File: config.mk
export PLATFORM = sky130hd
export DESIGN_NAME = dpram_be
export DESIGN_NICKNAME = d
export VERILOG_FILES = /design/src/rtl/dpram_be.sv
export SDC_FILE = /design/constraint.sdc
export NUM_CORES = 1
export LEC_CHECK = 0
export ABC_AREA = 1
export CAP_MARGIN = 10
export CORE_AREA = 2 2 144 146
export CTS_CLUSTER_DIAMETER = 150
export DETAILED_ROUTE_END_ITERATION = 10
export DIE_AREA = 0 0 146 148
export PLACE_DENSITY_LB_ADDON = 0.15
export SETUP_SLACK_MARGIN = 0.2
export SYNTH_ARGS = -nofsm -noshare
export SYNTH_HDL_FRONTEND = slang
export SYNTH_SLANG_ARGS = --single-unit
File: constraint.sdc
create_clock -name clk -period 6.3 [get_ports clk]
set_clock_uncertainty 0.05 [all_clocks]
set_input_delay 1.575 -clock clk [delete_from_list [all_inputs] [get_ports clk]]
set_output_delay 1.575 -clock clk [all_outputs]
set_load 0.1 [all_outputs]
File: src/rtl/dpram_be.sv
// Dual-port RAM with per-byte write enables, registered read data and valid flags.
// Define DPRAM_BE_OUTREG_EN to add a second output register stage (read latency 2).
module dpram_be #(
    parameter int unsigned DATA_WIDTH = 32,
    parameter int unsigned WORD_DEPTH = 2,
    parameter int unsigned RDW_MODE   = 0
) (
    input  logic                    clk,
    input  logic                    reset,
    input  logic                    a_en,
    input  logic                    a_wen,
    input  logic [DATA_WIDTH/8-1:0] a_be,
    input  logic [WORD_DEPTH-1:0]   a_addr,
    input  logic [DATA_WIDTH-1:0]   a_din,
    output logic [DATA_WIDTH-1:0]   a_dout,
    output logic                    a_vld,
    input  logic                    b_en,
    input  logic                    b_wen,
    input  logic [DATA_WIDTH/8-1:0] b_be,
    input  logic [WORD_DEPTH-1:0]   b_addr,
    input  logic [DATA_WIDTH-1:0]   b_din,
    output logic [DATA_WIDTH-1:0]   b_dout,
    output logic                    b_vld
);

    localparam int unsigned NumBytes = DATA_WIDTH / 8;
    localparam int unsigned NumWords = 2 ** WORD_DEPTH;

    if (DATA_WIDTH % 8 != 0) begin : gen_width_check
        $error("dpram_be: DATA_WIDTH must be a multiple of 8");
    end

    logic [DATA_WIDTH-1:0] mem_q [NumWords];

    logic                  a_we, b_we;
    logic [DATA_WIDTH-1:0] a_old, b_old, a_new, b_new, a_rd_d, b_rd_d;
    logic [DATA_WIDTH-1:0] a_dout_q, b_dout_q;
    logic                  a_vld_q, b_vld_q;

    assign a_we = a_en && a_wen && !reset;
    assign b_we = b_en && b_wen && !reset;

    // a_new/b_new are the final word at each port's address after both writes land;
    // on a shared address they are identical, with port A winning per byte.
    always_comb begin
        a_old = mem_q[a_addr];
        b_old = mem_q[b_addr];
        a_new = a_old;
        b_new = b_old;
        for (int i = 0; i < NumBytes; i++) begin
            if (b_we && b_be[i] && (b_addr == a_addr)) a_new[8*i +: 8] = b_din[8*i +: 8];
            if (a_we && a_be[i])                       a_new[8*i +: 8] = a_din[8*i +: 8];
            if (b_we && b_be[i])                       b_new[8*i +: 8] = b_din[8*i +: 8];
            if (a_we && a_be[i] && (a_addr == b_addr)) b_new[8*i +: 8] = a_din[8*i +: 8];
        end
        // Cross-port reads always see the pre-write word.
        a_rd_d = (RDW_MODE == 1 && a_we) ? a_new : a_old;
        b_rd_d = (RDW_MODE == 1 && b_we) ? b_new : b_old;
    end

    // Memory has no reset so contents survive it.
    always_ff @(posedge clk) begin
        if (a_we) mem_q[a_addr] <= a_new;
        if (b_we) mem_q[b_addr] <= b_new;
    end

    always_ff @(posedge clk) begin
        if (reset) begin
            a_dout_q <= '0;
            a_vld_q  <= 1'b0;
            b_dout_q <= '0;
            b_vld_q  <= 1'b0;
        end else begin
            a_vld_q <= a_en;
            b_vld_q <= b_en;
            if (a_en) a_dout_q <= a_rd_d;
            if (b_en) b_dout_q <= b_rd_d;
        end
    end

`ifdef DPRAM_BE_OUTREG_EN
    logic [DATA_WIDTH-1:0] a_dout2_q, b_dout2_q;
    logic                  a_vld2_q, b_vld2_q;

    always_ff @(posedge clk) begin
        if (reset) begin
            a_dout2_q <= '0;
            a_vld2_q  <= 1'b0;
            b_dout2_q <= '0;
            b_vld2_q  <= 1'b0;
        end else begin
            a_dout2_q <= a_dout_q;
            a_vld2_q  <= a_vld_q;
            b_dout2_q <= b_dout_q;
            b_vld2_q  <= b_vld_q;
        end
    end

    assign a_dout = a_dout2_q;
    assign a_vld  = a_vld2_q;
    assign b_dout = b_dout2_q;
    assign b_vld  = b_vld2_q;
`else
    assign a_dout = a_dout_q;
    assign a_vld  = a_vld_q;
    assign b_dout = b_dout_q;
    assign b_vld  = b_vld_q;
`endif

endmodule

**After elaboration in Yosys (flattened, before gate mapping)**

Memory sizes are Yosys's and may differ from the RTL's.
Index checks and enable logic that the tools add are counted.

- Output and inout bits: 66
- Memories: 1
- Logic and storage cells: 48
- Bits in writable memories: 128
- Bits in registers: 66

- Eq/ne operators: 2
- Multiplexer cells: 20
- Reductions and logical operators: 21

Memories:

| name | words | width | rd ports | clocked after memory_dff | wr ports | line | source |
|---|---|---|---|---|---|---|---|
| mem_q | 4 | 32 | 2 | 0 | 2 | 33 | `logic [DATA_WIDTH-1:0] mem_q [NumWords];` |

Operator list:

| operator | number |
|---|---|
| 8-bit 2-to-1 mux | 16 |
| 1-bit logical AND | 20 |
| 2-bit equality test | 2 |
| 1-bit 2-to-1 mux | 4 |
| 1-bit zero test | 1 |

**Longest topological paths before layout**

- Word-level depth: 6
- Gate-level depth with buffers: 12

**Worst setup path before layout**

Ideal clock, no wire load.

- Path type: input to register
- Start point: in a_en
- End point: mem mem_q[3][0] (enable)
- Data arrival time: 4.116 ns
- Library setup time: 0.466 ns
- Setup slack: 1.668 ns
- Stages on the path: 4
- Path buffers: 0
- Path through: inv_1 nor2_2 nand2_2 o21ai_0

RTL lines:

| item | line | source |
|---|---|---|
| from (decl) | 10 | `input logic a_en,` |
| to (decl) | 33 |  |

==> results.ini <==
[yosys]
yosys_warnings=0
ys_ff_latch=194
synth_area_leader_cell=edfxtp_1
ys_types=23
synth-seq-area-share_pct=43.5
synth_fp_nets=1876
syn_area_um2=11900
synth_ff_type=edfxtp_1
syn_avg_cell_area_um2=6.61
synthTopCellsByArea=edfxtp_1 32%, nand2_1 32%, dfxtp_1 11%, nand3_1 9.3%, o211ai_1 4.0%
synthCells=1794
synth_top_area_share_pct=32.4
synth_edf_count=128
async_flop_share_pct=0

[finish]
multi_input_area_um2=5800
area_delta_synth_final_pct=17.9
nFillCells=1724
final_cell_mix=1012 x nand2_1, 220 x nand3_1, 142 x clkdlybuf4s50_1, 128 x edfxtp_1, 115 x inv_1
final_core_util_pct=69.8
layout_commonest_cell=nand2_1
seqCellArea_um2=5160
diodes=0
nets=1974
layout.cells.non_filler=2175
layout-drive-gt1-share_pct=5.25

[routing]
drc_errors=0
vias=12656
first_iter_violations=1610
vias_per_cell=5.82
wl_um=39900
drt-pass1-iter-count=7
antenna_left=0
wl_per_cell_um=18.4

[floorplan]
die-area_um2=21600
coreArea_um2=20000
io_pins=148
die_h_um=148
initial_utilization_pct=59.2
rows=52
fp.dieW_um=146

[timing]
setup-tns-final_ns=0
setup_viol=0
rsz0062_at_grt=no
hold_violations=0
post-route-min-period_ns=4.62
report.final.slew_viol_count=0
max-slew-margin-rel_pct=18.4
fmax_mhz=217
post-route-period-util_pct=73.3
max_slew.worst_pin.slew_ns=1.22

[clock_tree]
clock_latency_ns=0.45
cts.htree.levels=4
cts-root-buf=clkbuf_16
cts_buffer_depth=2
cts_tree=built
postCtsHoldBufs=0
cts_made_buffers=17
cts_resized=0
clk_pin_slew_ns=0.08
post-cts-setup-buffers=0
clock-sinks=194

[placed_design]
dp_cells=2143
gp_congestion=0.905
port_buffers=147
dp_hpwl_um=23900

[power_and_ir_drop]
leakage_nw=7.04
ir_worst_vdd_mv=0.199
power.density_nw_per_um2=236

[status]
status=finished, final reports clean

[worst_setup_path]
regToRegStartpoint=mem_q[3][26]$_DFFE_PP_
crit_fanout=52
end_kind=register
required_ns=6.57
start_kind=primary input
worstSetupPathType=primary input to register
reg2regPathDepth=8
rr_endpoint=mem_q[1][26]$_DFFE_PP_
reg2reg_slack_ns=4.69
crit_arrival_ns=4.88

[min_path]
worstHoldEndpoint=a_dout[3]$_SDFFE_PP0P_
hp-class=register to register
min_delay_path_depth=2
min-delay-start=a_dout[3]$_SDFFE_PP0P_

[global_routing]
grt_max_degree=68
grtUsageTotal_pct=36.5
grt_pass1_vias=11940
grt_first_pass_wirelength_um=61100
grt_overflow_total=0
grt_antenna_before_repair=2

[job]
maxCapViolCount=0

## stage by stage
| step | worst slack, ns | area, µm² | power, mW | hold WS, ns |
|---|---|---|---|---|
| finish | 1.68 | 14000 | 3.30 | 0.434 |
| global route | 1.56 | 14000 | 3.42 | 0.458 |
| CTS | 1.85 | 14000 | 3.29 | 0.438 |
| detailed placement | 1.41 | 13400 | 2.26 | 0.416 |
| global placement | 1.51 | 13400 | 2.25 | 0.410 |
| floorplan | 1.67 | 11900 | 2.03 | 0.590 |
## worst max-delay path, stage by stage
cell	delay [ns]
buf_2	0.84
inv_2	0.60
nand2_1	0.17
nand2_1	0.10
nor2_4	0.57
nand2_2	0.34
inv_2	0.27
nand2_1	0.07
nand2_1	0.13
nand2_1	0.08
nand2_1	0.11
## area by class of cell
class,count,area share [%]
Tap cell,270,2.42
Clock inverter,15,0.886
Clock buffer,17,3.04
Multi-Input combinational cell,1378,41.5
Sequential cell,194,36.9
Timing Repair Buffer,175,11.8
Inverter,126,3.42
## cell usage after synthesis, types with 3 or more instances
library cell / count
nor2_1: 57
edfxtp_1: 128
nand3_1: 220
buf_1: 14
nor2_2: 8
nand2_1: 1012
buf_2: 22
buf_4: 6
nand2_2: 8
clkbuf_1: 51
nor2_4: 3
o211ai_1: 64
inv_2: 9
inv_1: 115
dfxtp_1: 66
## flip-flops by register name, summed over array words and instances, names as in the netlist
signal and flops:
a_dout 32, a_vld 1, b_dout 32, b_vld 1, mem_q 128
## cells by family after synthesis
| group | Yosys count | synth area share (%) |
|---|---|---|
| simple gates | 1312 | 44.6 |
| buf+inv | 222 | 7.74 |
| flops | 194 | 43.5 |
| compound gates | 66 | 4.13 |
## how the worst max path moves through the flow
stage | start | to | slack (ns) | cells after the start
floorplan | a_en | mem_q[3][0]$_DFFE_PP_ | 1.67 | 4
global placement | a_addr[1] | mem_q[1][27]$_DFFE_PP_ | 1.51 | 11
detailed placement | a_addr[1] | mem_q[1][26]$_DFFE_PP_ | 1.41 | 11
CTS | a_addr[1] | mem_q[3][25]$_DFFE_PP_ | 1.85 | 12
global route | a_addr[1] | mem_q[1][24]$_DFFE_PP_ | 1.56 | 12
finish | a_addr[1] | mem_q[1][23]$_DFFE_PP_ | 1.68 | 11
## power by group
| part | switching [mW] | total [mW] | internal (mW) | leakage [nW] |
|---|---|---|---|---|
| Clock | 0.534 | 1.05 | 0.519 | 0.269 |
| Sequential | 0.0259 | 1.45 | 1.43 | 1.72 |
| Combinational | 0.586 | 0.801 | 0.215 | 5.05 |
| Total | 1.15 | 3.30 | 2.16 | 7.04 |
## metal layers
metal  up-vias  GRT usage [%]  wire length [µm]
met5         -              0                 0
met4         0           20.6              2220
met3       243           8.92              5800
met2       975           57.8             17600
met1      5545           46.1             14300
li1       5893              -                 -
(Power assumes the default switching activity.)
